--- src/rtl/counter_20.sv ---
// counter_20: event-driven up/down counter, range 0..MAX_VAL, saturating at both ends.
// One step per mclk-sampled 0->1 transition of 'start'. 'ud' selects direction (0 = up).
// 'reset' is asynchronous and active-low. It clears both the count and the start history.
module counter_20 #(
    parameter int unsigned WIDTH   = 5,
    parameter int unsigned MAX_VAL = 19
) (
    input  logic             mclk,
    input  logic             reset,
    input  logic             start,
    input  logic             ud,
    output logic [WIDTH-1:0] state
);

    localparam logic [WIDTH-1:0] LP_MAX = WIDTH'(MAX_VAL);

    logic             r_start_q;
    logic [WIDTH-1:0] r_state;
    logic             w_step;
    logic [WIDTH-1:0] w_next;

    // Rising-edge detect on start and saturating next-count selection
    always_comb begin
        w_step = start & ~r_start_q;
        w_next = r_state;
        if (w_step) begin
            if (r_state > LP_MAX) begin
                // Out-of-range state recovers to the top of range in either direction
                w_next = LP_MAX;
            end else if (!ud) begin
                w_next = (r_state == LP_MAX) ? LP_MAX : r_state + WIDTH'(1);
            end else begin
                w_next = (r_state == '0) ? '0 : r_state - WIDTH'(1);
            end
        end
    end

    // Count and start-history registers, cleared asynchronously by reset
    always_ff @(posedge mclk or negedge reset) begin
        if (!reset) begin
            r_start_q <= 1'b0;
            r_state   <= '0;
        end else begin
            r_start_q <= start;
            r_state   <= w_next;
        end
    end

    assign state = r_state;

endmodule

--- config.mk ---
export PLATFORM = sky130hd
export DESIGN_NAME = counter_20
export DESIGN_NICKNAME = d
export VERILOG_FILES = /design/src/rtl/counter_20.sv
export SDC_FILE = /design/constraint.sdc
export NUM_CORES = 1
export LEC_CHECK = 0
export ABC_AREA = 1
export BUFFER_PORTS_ARGS = -buffer_cell sky130_fd_sc_hd__buf_2
export CAP_MARGIN = 10
export CELL_PAD_IN_SITES_DETAIL_PLACEMENT = 1
export CELL_PAD_IN_SITES_GLOBAL_PLACEMENT = 2
export CORE_UTILIZATION = 27
export DETAILED_ROUTE_END_ITERATION = 8
export PLACE_DENSITY = 0.84
export SYNTH_ARGS = -nofsm -noshare
export SYNTH_HDL_FRONTEND = slang
export SYNTH_SLANG_ARGS = --single-unit
--- constraint.sdc ---
create_clock -name mclk -period 1.7 [get_ports mclk]
set_input_delay 0.17 -clock mclk [delete_from_list [all_inputs] [get_ports mclk]]
set_output_delay 0.17 -clock mclk [all_outputs]
set_load 0.03 [all_outputs]
==> flow_metrics.py <==
metrics = {
    "outcome": {
        "status": "finished clean",
    },
    "cells_and_area": {
        "final_nets": 92,
        "drive_gt1_share_pct": 22.6,
        "diodes": 0,
        "area_growth_syn_to_layout_pct": 18.7,
    },
    "yosys": {
        "synth_top_area_share_pct": 30.8,
        "synth_flop_cell": "dfrtp_1",
        "syn-cell-area_um2": 488,
        "synth-edff-count": 0,
        "ys_seq_area_share_pct": 30.8,
        "ys_top_cells_by_count": "24 x nand2_1, 10 x nand3_1, 8 x inv_1, 8 x nor2_1, 6 x dfrtp_1",
        "synthDistinctLibCells": 16,
        "yosys_warnings": 0,
        "yosysTopAreaCell": "dfrtp_1",
        "synth_nets": 79,
        "syn_avg_cell_area_um2": 6.68,
        "synthMostInstantiatedCell": "nand2_1",
        "ys_ff_latch": 6,
        "syn_inst": 73,
        "synthTopCellsByArea": "dfrtp_1 31%, nand2_1 18%, nand3_1 10%",
        "async_flop_share_pct": 100,
    },
    "critical_path": {
        "crit_slowest_cell": "dfrtp_1",
        "crit_buf_inv": 2,
        "critPathCaptureType": "flop",
        "crit_type": "reg2reg",
        "path_cells": "inv_1 -> ha_1 -> nand3_2 -> nand2_2 -> inv_2 -> nand2_1 -> nand2_1 -> nand2_1 -> nand2_1",
        "cp_common_cell": "nand2_1",
        "r2r_setup_slack_ns": 0.31,
        "crit_arrival_ns": 1.53,
        "crit_family": "flip-flops",
        "crit_fanout": 8,
        "cp.required_ns": 1.83,
        "slowest_delay_ns": 0.46,
        "worstSetupStartpointType": "flop",
    },
    "clocking": {
        "cts_tree": "built",
        "cts_buffer_depth": 2,
        "cts_buffers": 3,
        "root_buffer": "clkbuf_4",
        "clock-sinks": 6,
        "clkSlewWorstSetupHoldPaths_ns": 0.05,
        "clkLatencyLatePin_ns": 0.24,
        "cts_max_level": 1,
        "cts-resized-gates": 0,
        "cts_setup_buffers": 0,
        "postCtsHoldBufs": 1,
    },
    "drt": {
        "dr.first_iter.drc_count": 1,
        "vias": 486,
        "via_per_inst": 4.50,
        "firstDrtPassIters": 4,
        "routedWlPerCell_um": 11.0,
        "antenna_left": 0,
        "post-route-drc-count": 0,
        "finalWirelength_um": 1190,
    },
    "placed_design": {
        "pre_cts_ws_ns": 0.293,
        "portBuffers": 8,
        "place_congestion": 0.813,
        "dp_hpwl_um": 960,
    },
    "grt": {
        "use_met1_pct": 19.9,
        "grt_use_total_pct": 14.1,
        "grt_first_pass_wirelength_um": 1990,
        "antenna_found_initial": 0,
        "grt_remaining_overflow": 0,
        "grt_start_max_net_pins": 11,
        "grt_util_met3_pct": 6.12,
        "grt_pass1_vias": 442,
        "grt_use_met2_pct": 21.2,
        "busiest_layer": "met2",
    },
    "sta": {
        "rsz0062_at_grt": "no",
        "fin_crit_sh_pct": 81.9,
        "setup_tns_ns": 0,
        "slew_headroom_pct": 73.2,
        "worst_hold_slack_ns": 0.0570,
        "max_freq_mhz": 718,
        "tightest_slew_ns": 0.402,
        "setup_slack_ns": 0.307,
        "min_period_ns": 1.39,
        "drv_slew": 0,
        "fin_worst_skew_ns": 0.00488,
        "setup_violations": 0,
        "hold_viol_final": 0,
    },
    "die": {
        "row_count": 14,
        "die-area_um2": 1980,
        "coreArea_um2": 1590,
        "num_io_pins": 9,
        "die_y_um": 44.5,
        "initial_core_util_pct": 30.6,
        "die_w_um": 44.5,
    },
    "power": {
        "powerDensity_nw_per_um2": 1920,
        "total_power_uw": 1110,
        "power.leakage_uw": 0.000317,
        "irDropWorstVdd_uv": 689,
    },
    "run": {
        "maxCapViolCount": 0,
    },
    "hold_path": {
        "worstHoldPathType": "in2reg",
    },
}
==> registers in the layout, indices dropped and copies added, names as in the netlist <==
signal     cells
state          5
r_start_q      1
==> layer usage <==
metal,up-vias,wire (µm)
met5,-,0
met4,0,0
met1,224,622
met3,0,41
met2,8,528
li1,254,-
==> logic make-up after synthesis <==
group | after synthesis | share of synthesized area (%)
buf+inv | 11 | 10.0
xor+xnor | 2 | 3.59
fa+ha+maj | 2 | 5.13
compound gates | 2 | 2.05
simple gates | 50 | 48.5
flops | 6 | 30.8
==> final timing paths <==
path                              to       from  cells after the start
setup reg to reg            state[3]   state[0]                      9
min in group asynchronous   state[2]      reset                      2
max in group asynchronous  r_start_q      reset                      2
hold reg to reg             state[4]  r_start_q                      3
setup / recovery            state[3]   state[0]                      9
hold / removal             r_start_q      start                      1
==> cell usage in the layout (no fill, tap or decap), drive strengths merged <==
cell	netlist	final
dlygate4sd3	0	1
nor2	9	9
xor2	1	1
inv	10	10
ha	2	2
a21oi	1	1
nand4	2	2
nand2	26	26
dfrtp	6	6
nand3	13	13
o21ai	1	1
clkbuf	0	3
xnor2	1	1
buf	1	8
==> cell type report <==
cell class / instances / area (µm²)
fill: 222 / 1010
tap: 24 / 30.0
sequential: 6 / 150
clock buffer: 3 / 22.5
timing repair buffer: 9 / 50.0
multi-input combinational: 56 / 289
inverter: 10 / 37.5
==> report_power, final <==
group,switching (µW),internal (µW),total [µW]
clock network,50.0,79.8,130
logic,414,231,645
registers,142,198,340
total,606,509,1110
==> worst register-to-register path: cells and delay by family (launching register included) <==
kind | cells | cell delay (ns)
and+or+nand+nor | 6 | 0.42
buffers and inverters | 2 | 0.18
adders and majority gates | 1 | 0.23
DFF | 1 | 0.46
==> metrics by stage <==
stage	cells	instance area (µm²)	util [%]
5_1_grt	108	579	36.3
6_report	108	579	36.3
2_1_floorplan	73	488	-
4_1_cts	108	579	36.3
3_3_place_gp	104	547	34.3
3_5_place_dp	104	547	34.3
Power figures use the tool's default switching activity.
